File: src/rtl/tv80_dma_pkg.sv
// Shared types and constants for the tv80 DMA bus-master arbiter.
// The optional interrupt feature is enabled with the TV80_DMA_IRQ_EN macro.
package tv80_dma_pkg;

   localparam int ADDR_W = 16;
   localparam int DATA_W = 8;

   localparam logic MODE_COPY = 1'b0;
   localparam logic MODE_FILL = 1'b1;

   typedef enum logic [2:0] {
      IDLE     = 3'd0,
      REQ      = 3'd1,
      RD       = 3'd2,
      WR       = 3'd3,
      REL      = 3'd4,
      REL_LAST = 3'd5,
      HOLD     = 3'd6,
      FIN      = 3'd7
   } dma_state_t;

   // Addresses wrap naturally at the top of the 64 KiB space.
   function automatic logic [ADDR_W-1:0] addr_inc(input logic [ADDR_W-1:0] a);
      return a + {{(ADDR_W-1){1'b0}}, 1'b1};
   endfunction

endpackage

File: src/rtl/tv80_dma_busmux.sv
// Memory-port multiplexer: the CPU owns the port unless the DMA holds grant.
module tv80_dma_busmux
   import tv80_dma_pkg::*;
(
   input  logic              grant,
   input  logic [ADDR_W-1:0] cpu_a,
   input  logic [DATA_W-1:0] cpu_do,
   input  logic              cpu_mreq_n,
   input  logic              cpu_wr_n,
   input  logic [ADDR_W-1:0] dma_a,
   input  logic [DATA_W-1:0] dma_wdata,
   input  logic              dma_we,
   output logic [ADDR_W-1:0] mem_a,
   output logic [DATA_W-1:0] mem_wdata,
   output logic              mem_we
);

   // Select the port owner.
   always_comb begin
      mem_a     = cpu_a;
      mem_wdata = cpu_do;
      mem_we    = 1'b0;
      if (grant) begin
         mem_a     = dma_a;
         mem_wdata = dma_wdata;
         mem_we    = dma_we;
      end else begin
         mem_we    = ~cpu_mreq_n & ~cpu_wr_n;
      end
   end

endmodule

File: src/rtl/tv80_dma_arbiter.sv
// Block copy/fill DMA that borrows the tv80s memory port via busrq_n/busak_n.
// Define TV80_DMA_IRQ_EN to add a sticky completion interrupt (int_n/int_ack).
module tv80_dma_arbiter
   import tv80_dma_pkg::*;
#(
   parameter int BURST_MAX = 16,
   parameter int HOLDOFF   = 4
)(
   input  logic              clk,
   input  logic              reset_n,
   input  logic              start,
   input  logic              mode,
   input  logic [ADDR_W-1:0] src,
   input  logic [ADDR_W-1:0] dst,
   input  logic [15:0]       len,
   input  logic [DATA_W-1:0] fill_val,
   output logic              busy,
   output logic              done,
   input  logic [ADDR_W-1:0] cpu_a,
   input  logic [DATA_W-1:0] cpu_do,
   input  logic              cpu_mreq_n,
   input  logic              cpu_wr_n,
   output logic              cpu_busrq_n,
   input  logic              cpu_busak_n,
   output logic [ADDR_W-1:0] mem_a,
   output logic [DATA_W-1:0] mem_wdata,
   output logic              mem_we,
   input  logic [DATA_W-1:0] mem_rdata
`ifdef TV80_DMA_IRQ_EN
   ,
   output logic              int_n,
   input  logic              int_ack
`endif
);

   localparam logic [15:0] BURST_LIM = 16'(BURST_MAX);
   localparam int          HOLD_CYC  = (HOLDOFF < 1) ? 1 : HOLDOFF;
   localparam logic [15:0] HOLD_LAST = 16'(HOLD_CYC - 1);

   dma_state_t        state_q, state_d;
   logic [ADDR_W-1:0] src_q, src_d, dst_q, dst_d;
   logic [15:0]       len_q, len_d, burst_q, burst_d, hold_q, hold_d;
   logic              mode_q, mode_d;
   logic [DATA_W-1:0] fill_q, fill_d;
   logic              busy_q, busy_d, done_q, done_d;
   logic              busrq_n_q, busrq_n_d, grant_q, grant_d;
   logic              grant_s, dma_we_s;
   logic [ADDR_W-1:0] dma_a_s;
   logic [DATA_W-1:0] dma_wdata_s;

   // Next-state, counter update and DMA-side port drive.
   always_comb begin
      state_d     = state_q;
      src_d       = src_q;
      dst_d       = dst_q;
      len_d       = len_q;
      mode_d      = mode_q;
      fill_d      = fill_q;
      burst_d     = burst_q;
      hold_d      = hold_q;
      dma_a_s     = '0;
      dma_wdata_s = '0;
      dma_we_s    = 1'b0;
      case (state_q)
         IDLE: begin
            if (start) begin
               src_d  = src;
               dst_d  = dst;
               len_d  = len;
               mode_d = mode;
               fill_d = fill_val;
               if (len == 16'd0) begin
                  state_d = FIN;
               end else begin
                  state_d = REQ;
               end
            end else begin
               state_d = IDLE;
            end
         end
         REQ: begin
            if (!cpu_busak_n) begin
               state_d = (mode_q == MODE_FILL) ? WR : RD;
            end else begin
               state_d = REQ;
            end
         end
         RD: begin
            // Losing busak while granted restarts the request with counters untouched.
            if (cpu_busak_n) begin
               state_d = REQ;
            end else begin
               dma_a_s = src_q;
               state_d = WR;
            end
         end
         WR: begin
            if (cpu_busak_n) begin
               state_d = REQ;
            end else begin
               dma_a_s     = dst_q;
               dma_we_s    = 1'b1;
               dma_wdata_s = (mode_q == MODE_FILL) ? fill_q : mem_rdata;
               src_d       = addr_inc(src_q);
               dst_d       = addr_inc(dst_q);
               len_d       = len_q - 16'd1;
               burst_d     = burst_q + 16'd1;
               if (len_q == 16'd1) begin
                  state_d = REL_LAST;
               end else if ((BURST_LIM != 16'd0) && (burst_d == BURST_LIM)) begin
                  state_d = REL;
               end else begin
                  state_d = (mode_q == MODE_FILL) ? WR : RD;
               end
            end
         end
         REL: begin
            burst_d = 16'd0;
            hold_d  = 16'd0;
            if (cpu_busak_n) begin
               state_d = HOLD;
            end else begin
               state_d = REL;
            end
         end
         REL_LAST: begin
            burst_d = 16'd0;
            if (cpu_busak_n) begin
               state_d = FIN;
            end else begin
               state_d = REL_LAST;
            end
         end
         HOLD: begin
            burst_d = 16'd0;
            if (hold_q == HOLD_LAST) begin
               hold_d  = 16'd0;
               state_d = REQ;
            end else begin
               hold_d  = hold_q + 16'd1;
            end
         end
         FIN: begin
            state_d = IDLE;
         end
         default: begin
            state_d = IDLE;
         end
      endcase

      busy_d    = (state_d != IDLE) && (state_d != FIN);
      done_d    = (state_d == FIN);
      busrq_n_d = !((state_d == REQ) || (state_d == RD) || (state_d == WR));
      grant_d   = (state_d == RD) || (state_d == WR);
   end

   // State, datapath and registered output flops.
   always_ff @(posedge clk or negedge reset_n) begin
      if (!reset_n) begin
         state_q   <= IDLE;
         src_q     <= '0;
         dst_q     <= '0;
         len_q     <= 16'd0;
         mode_q    <= MODE_COPY;
         fill_q    <= '0;
         burst_q   <= 16'd0;
         hold_q    <= 16'd0;
         busy_q    <= 1'b0;
         done_q    <= 1'b0;
         busrq_n_q <= 1'b1;
         grant_q   <= 1'b0;
      end else begin
         state_q   <= state_d;
         src_q     <= src_d;
         dst_q     <= dst_d;
         len_q     <= len_d;
         mode_q    <= mode_d;
         fill_q    <= fill_d;
         burst_q   <= burst_d;
         hold_q    <= hold_d;
         busy_q    <= busy_d;
         done_q    <= done_d;
         busrq_n_q <= busrq_n_d;
         grant_q   <= grant_d;
      end
   end

   // Grant is qualified by busak so the DMA never drives an unacknowledged bus.
   assign grant_s     = grant_q & ~cpu_busak_n;
   assign busy        = busy_q;
   assign done        = done_q;
   assign cpu_busrq_n = busrq_n_q;

   tv80_dma_busmux u_busmux (
      .grant      (grant_s),
      .cpu_a      (cpu_a),
      .cpu_do     (cpu_do),
      .cpu_mreq_n (cpu_mreq_n),
      .cpu_wr_n   (cpu_wr_n),
      .dma_a      (dma_a_s),
      .dma_wdata  (dma_wdata_s),
      .dma_we     (dma_we_s),
      .mem_a      (mem_a),
      .mem_wdata  (mem_wdata),
      .mem_we     (mem_we)
   );

`ifdef TV80_DMA_IRQ_EN
   logic int_n_q, int_n_d;

   // Sticky completion interrupt; an acknowledge beats a coincident completion.
   always_comb begin
      int_n_d = int_n_q;
      if (int_ack) begin
         int_n_d = 1'b1;
      end else if (state_d == FIN) begin
         int_n_d = 1'b0;
      end else begin
         int_n_d = int_n_q;
      end
   end

   // Interrupt flop.
   always_ff @(posedge clk or negedge reset_n) begin
      if (!reset_n) begin
         int_n_q <= 1'b1;
      end else begin
         int_n_q <= int_n_d;
      end
   end

   assign int_n = int_n_q;
`endif

endmodule

File: config.mk
export PLATFORM = sky130hd
export DESIGN_NAME = tv80_dma_arbiter
export DESIGN_NICKNAME = d
export VERILOG_FILES = /design/src/rtl/tv80_dma_pkg.sv /design/src/rtl/tv80_dma_busmux.sv /design/src/rtl/tv80_dma_arbiter.sv
export SDC_FILE = /design/constraint.sdc
export NUM_CORES = 1
export LEC_CHECK = 0
export ABC_AREA = 1
export ABC_CLOCK_PERIOD_IN_PS = 2800
export BUFFER_PORTS_ARGS = -buffer_cell sky130_fd_sc_hd__buf_2
export CELL_PAD_IN_SITES_DETAIL_PLACEMENT = 1
export CELL_PAD_IN_SITES_GLOBAL_PLACEMENT = 1
export CORE_MARGIN = 1
export CORE_UTILIZATION = 40
export CTS_BUF_LIST = sky130_fd_sc_hd__clkbuf_16
export DETAILED_ROUTE_END_ITERATION = 12
export HOLD_SLACK_MARGIN = 0.06
export PLACE_DENSITY = 0.77
export SYNTH_ARGS = -nofsm -noshare
export SYNTH_HDL_FRONTEND = slang
export SYNTH_SLANG_ARGS = --single-unit
File: constraint.sdc
create_clock -name clk -period 2.8 [get_ports clk]
set_input_delay 0.56 -clock clk [delete_from_list [all_inputs] [get_ports clk]]
set_output_delay 0.56 -clock clk [all_outputs]
set_load 0.01 [all_outputs]
==> metrics.yaml <==
synthTopCellsByArea: "dfrtp_1 (39%), nand2_1 (10%), o21ai_0 (7.2%), inv_1 (5.9%), nor2_1 (4.8%)"
yosys_warnings: 0
crit_path_end_kind: "output pin"
io_pins: 123
clkTransAtPathRegs_ns: 0.07
criticalPathCategory: "reg -> out"
synth_top_area_share_pct: 38.67
post-cts-setup-buffer-count: 0
cts_max_path_buffers: 2
synth_area_per_cell_sq_um: 7.353
seq_area_sq_um: 2404
path_common_cell: "inv_2"
finalHoldViolCount: 0
gp_congestion: 0.7733
synth-seq-cells: 96
vias: 6063
p_leak_nw: 3.359
total_power_mw: 6.625
hold_class: "in -> async"
worstPathCellList: "inv_2 -> nor2_2 -> inv_2 -> nor2_8 -> inv_2 -> nor2_2 -> inv_2 -> o22ai_1 -> mux2_2 -> buf_2"
drt_wl_total_um: 17980
routed_via_density: 5.337
grt_pass1_vias: 6271
synthToLayoutAreaGrowth_pct: 17.63
drtAntennaViolNets: 0
synth_cells: 836
synth_edf_count: 0
grtUsageTotal_pct: 24.12
critPathLaunchType: "flop"
fillers: 1971
rows: 44
slew_viol_final: 0
arrival_ns: 2.06
grt_max_degree: 97
antenna_found_initial: 0
cp_slowest_stage_delay_ns: 0.43
drive_gt1_share_pct: 20.06
outcome: "finished, final reports clean"
multiInputGateArea_sq_um: 3214
peakVddDrop_v: 0.0004235
detail_route.wl_per_cell_um: 15.83
fin_crit_sh_pct: 93.63
cts_buffers: 9
max_freq_mhz: 381.5
core_area_sq_um: 14750
max_slew_margin_pct: 59.90
htreeDepth: 3
clk_latency_ns: 0.35
cts_root_buffer: "clkbuf_16"
slowest_stage: "dfrtp_1"
fin_setup_tns_ns: 0
ctsHoldBuffers: 0
dpl.hpwl_um: 13310
grt.overflow.total: 0
synth_area_leader_cell: "dfrtp_1"
rsz0062_at_grt: "no"
dieWidth_um: 126.0
finalSetupViolCount: 0
synth_area_sq_um: 6147
cts_tree: "done"
finClkSkew_ns: 0.009529
synth_ff_type: "dfrtp_1"
dieHeight_um: 126.0
synthArstFlopShare_pct: 100.0
n_antenna_cell: 0
syn_nets: 937
cts.sinks: 96
first_pass_iters: 4
dieArea_sq_um: 15870
yosysSeqAreaShare_pct: 39.10
tightest_slew_ns: 0.6015
crit_fanout: 17
cts-resized-gates: 0
nets: 1049
p_per_area_nw_per_um2: 916.3
period_needed_ns: 2.622
drt-initial-drc-count: 221
max_cap_violations: 0
route.detailed.drc: 0
cp.required_ns: 2.24
initial_core_util_pct: 41.66
io_buffers: 122
grt_pass1_wl_um: 31040
synth.distinct_cells: 46
-- state kept, by name (all words and copies together), names as in the netlist --
signal,count
burst_q,16
dst_q,16
hold_q,16
len_q,16
src_q,16
fill_q,8
state_q,3
busy,1
cpu_busrq_n,1
done,1
grant_q,1
mode_q,1
-- worst paths after layout --
check                      cells after the start  slack [ns]   endpoint         from
max                                           10        0.18   mem_a[3]   state_q[1]
min                                            2        0.27  dst_q[14]      reset_n
max reg2reg                                   10        0.52  dst_q[14]     dst_q[0]
min reg2reg                                    2        0.48  fill_q[0]    fill_q[0]
max in group asynchronous                      2        2.13  fill_q[5]      reset_n
min in group clk                               3        0.40  fill_q[4]  fill_val[4]
-- per-layer routing --
metal,vias to the layer above,routed length [um],GRT usage [%]
li1,3047,-,-
met1,2898,8290,32.43
met2,101,8943,40.92
met3,17,482,2.506
met4,0,265,7.371
met5,-,0,0
-- through the flow --
step | hold WS [ns] | cells | setup slack [ns] | area, sq um | util, %
after floorplan | 0.2644 | 836 | 0.5073 | 6147 | -
after global placement | 0.4546 | 1121 | 0.4854 | 6975 | 47.28
after detailed placement | 0.4627 | 1121 | 0.4589 | 6975 | 47.28
after CTS | 0.2992 | 1136 | 0.1616 | 7231 | 49.01
after global routing | 0.3122 | 1136 | 0.04153 | 7231 | 49.01
final | 0.2681 | 1136 | 0.1785 | 7231 | 49.01
-- power by group --
group / total, mW / leakage (nW) / internal [mW] / switching [mW]
logic: 3.03 / 2.02 / 1.10 / 1.94
registers: 2.46 / 1.21 / 1.95 / 0.518
clock network: 1.13 / 0.125 / 0.586 / 0.542
total: 6.63 / 3.36 / 3.63 / 3.00
-- cell usage in the layout (no fill, tap or decap), types with 5 or more instances in the layout --
cell and n:
inv_1 98, ha_1 6, buf_4 9, nand4_1 19, clkbuf_16 9, o211ai_1 7
nand2_2 5, xor2_1 18, mux2_2 15, o21ai_0 88, nor2_2 7, nand2_1 167
inv_2 8, mux2i_1 8, a22oi_1 5, buf_2 121, o22ai_1 42, dfrtp_1 95
nor4_1 8, a21oi_1 41, nor2_1 77, nand3_1 34, o31ai_1 5, nor3_1 19
-- synth_stat cells (3+ instances only) --
cell,count
a31oi_1,3
xor2_1,18
clkbuf_1,18
o21ai_1,3
o31ai_1,5
mux2_2,15
ha_1,6
o211ai_1,7
nand2_2,5
o21ai_0,88
o22ai_1,42
nor3_1,19
a22oi_1,5
nor4_1,8
nand4_1,19
nand3_2,3
buf_2,11
mux2i_1,8
nand3_1,34
nor2_1,78
nand2_1,167
inv_2,8
a21oi_1,41
inv_1,96
dfrtp_1,95
nor2_2,6
-- cells by family after synthesis --
kind of cell             share of synthesized area [%]
XOR/XNOR                                         2.707
buffers and inverters                            8.651
AO/OA/AOI/OAI                                    18.60
flip-flops                                       39.10
adder cells (fa/ha/maj)                          1.221
multiplexers                                     4.050
AND/OR/NAND/NOR                                  25.67
-- layout make-up --
class,count,area share (%)
tap,184,3.184
inverter,105,5.451
clock inverter,6,0.4153
clock buffer,9,3.115
sequential,96,33.24
multi-input combinational,603,44.45
timing repair buffer,133,10.14
-- worst max-delay path: cells and delay by family, from the launching register on --
family | cells | cell delay [ns]
AO/OA/AOI/OAI | 1 | 0.15
buffers and inverters | 5 | 0.71
multiplexers | 1 | 0.29
flip-flops | 1 | 0.43
AND/OR/NAND/NOR | 3 | 0.13
Note: power is estimated with default switching activity, not from simulation.
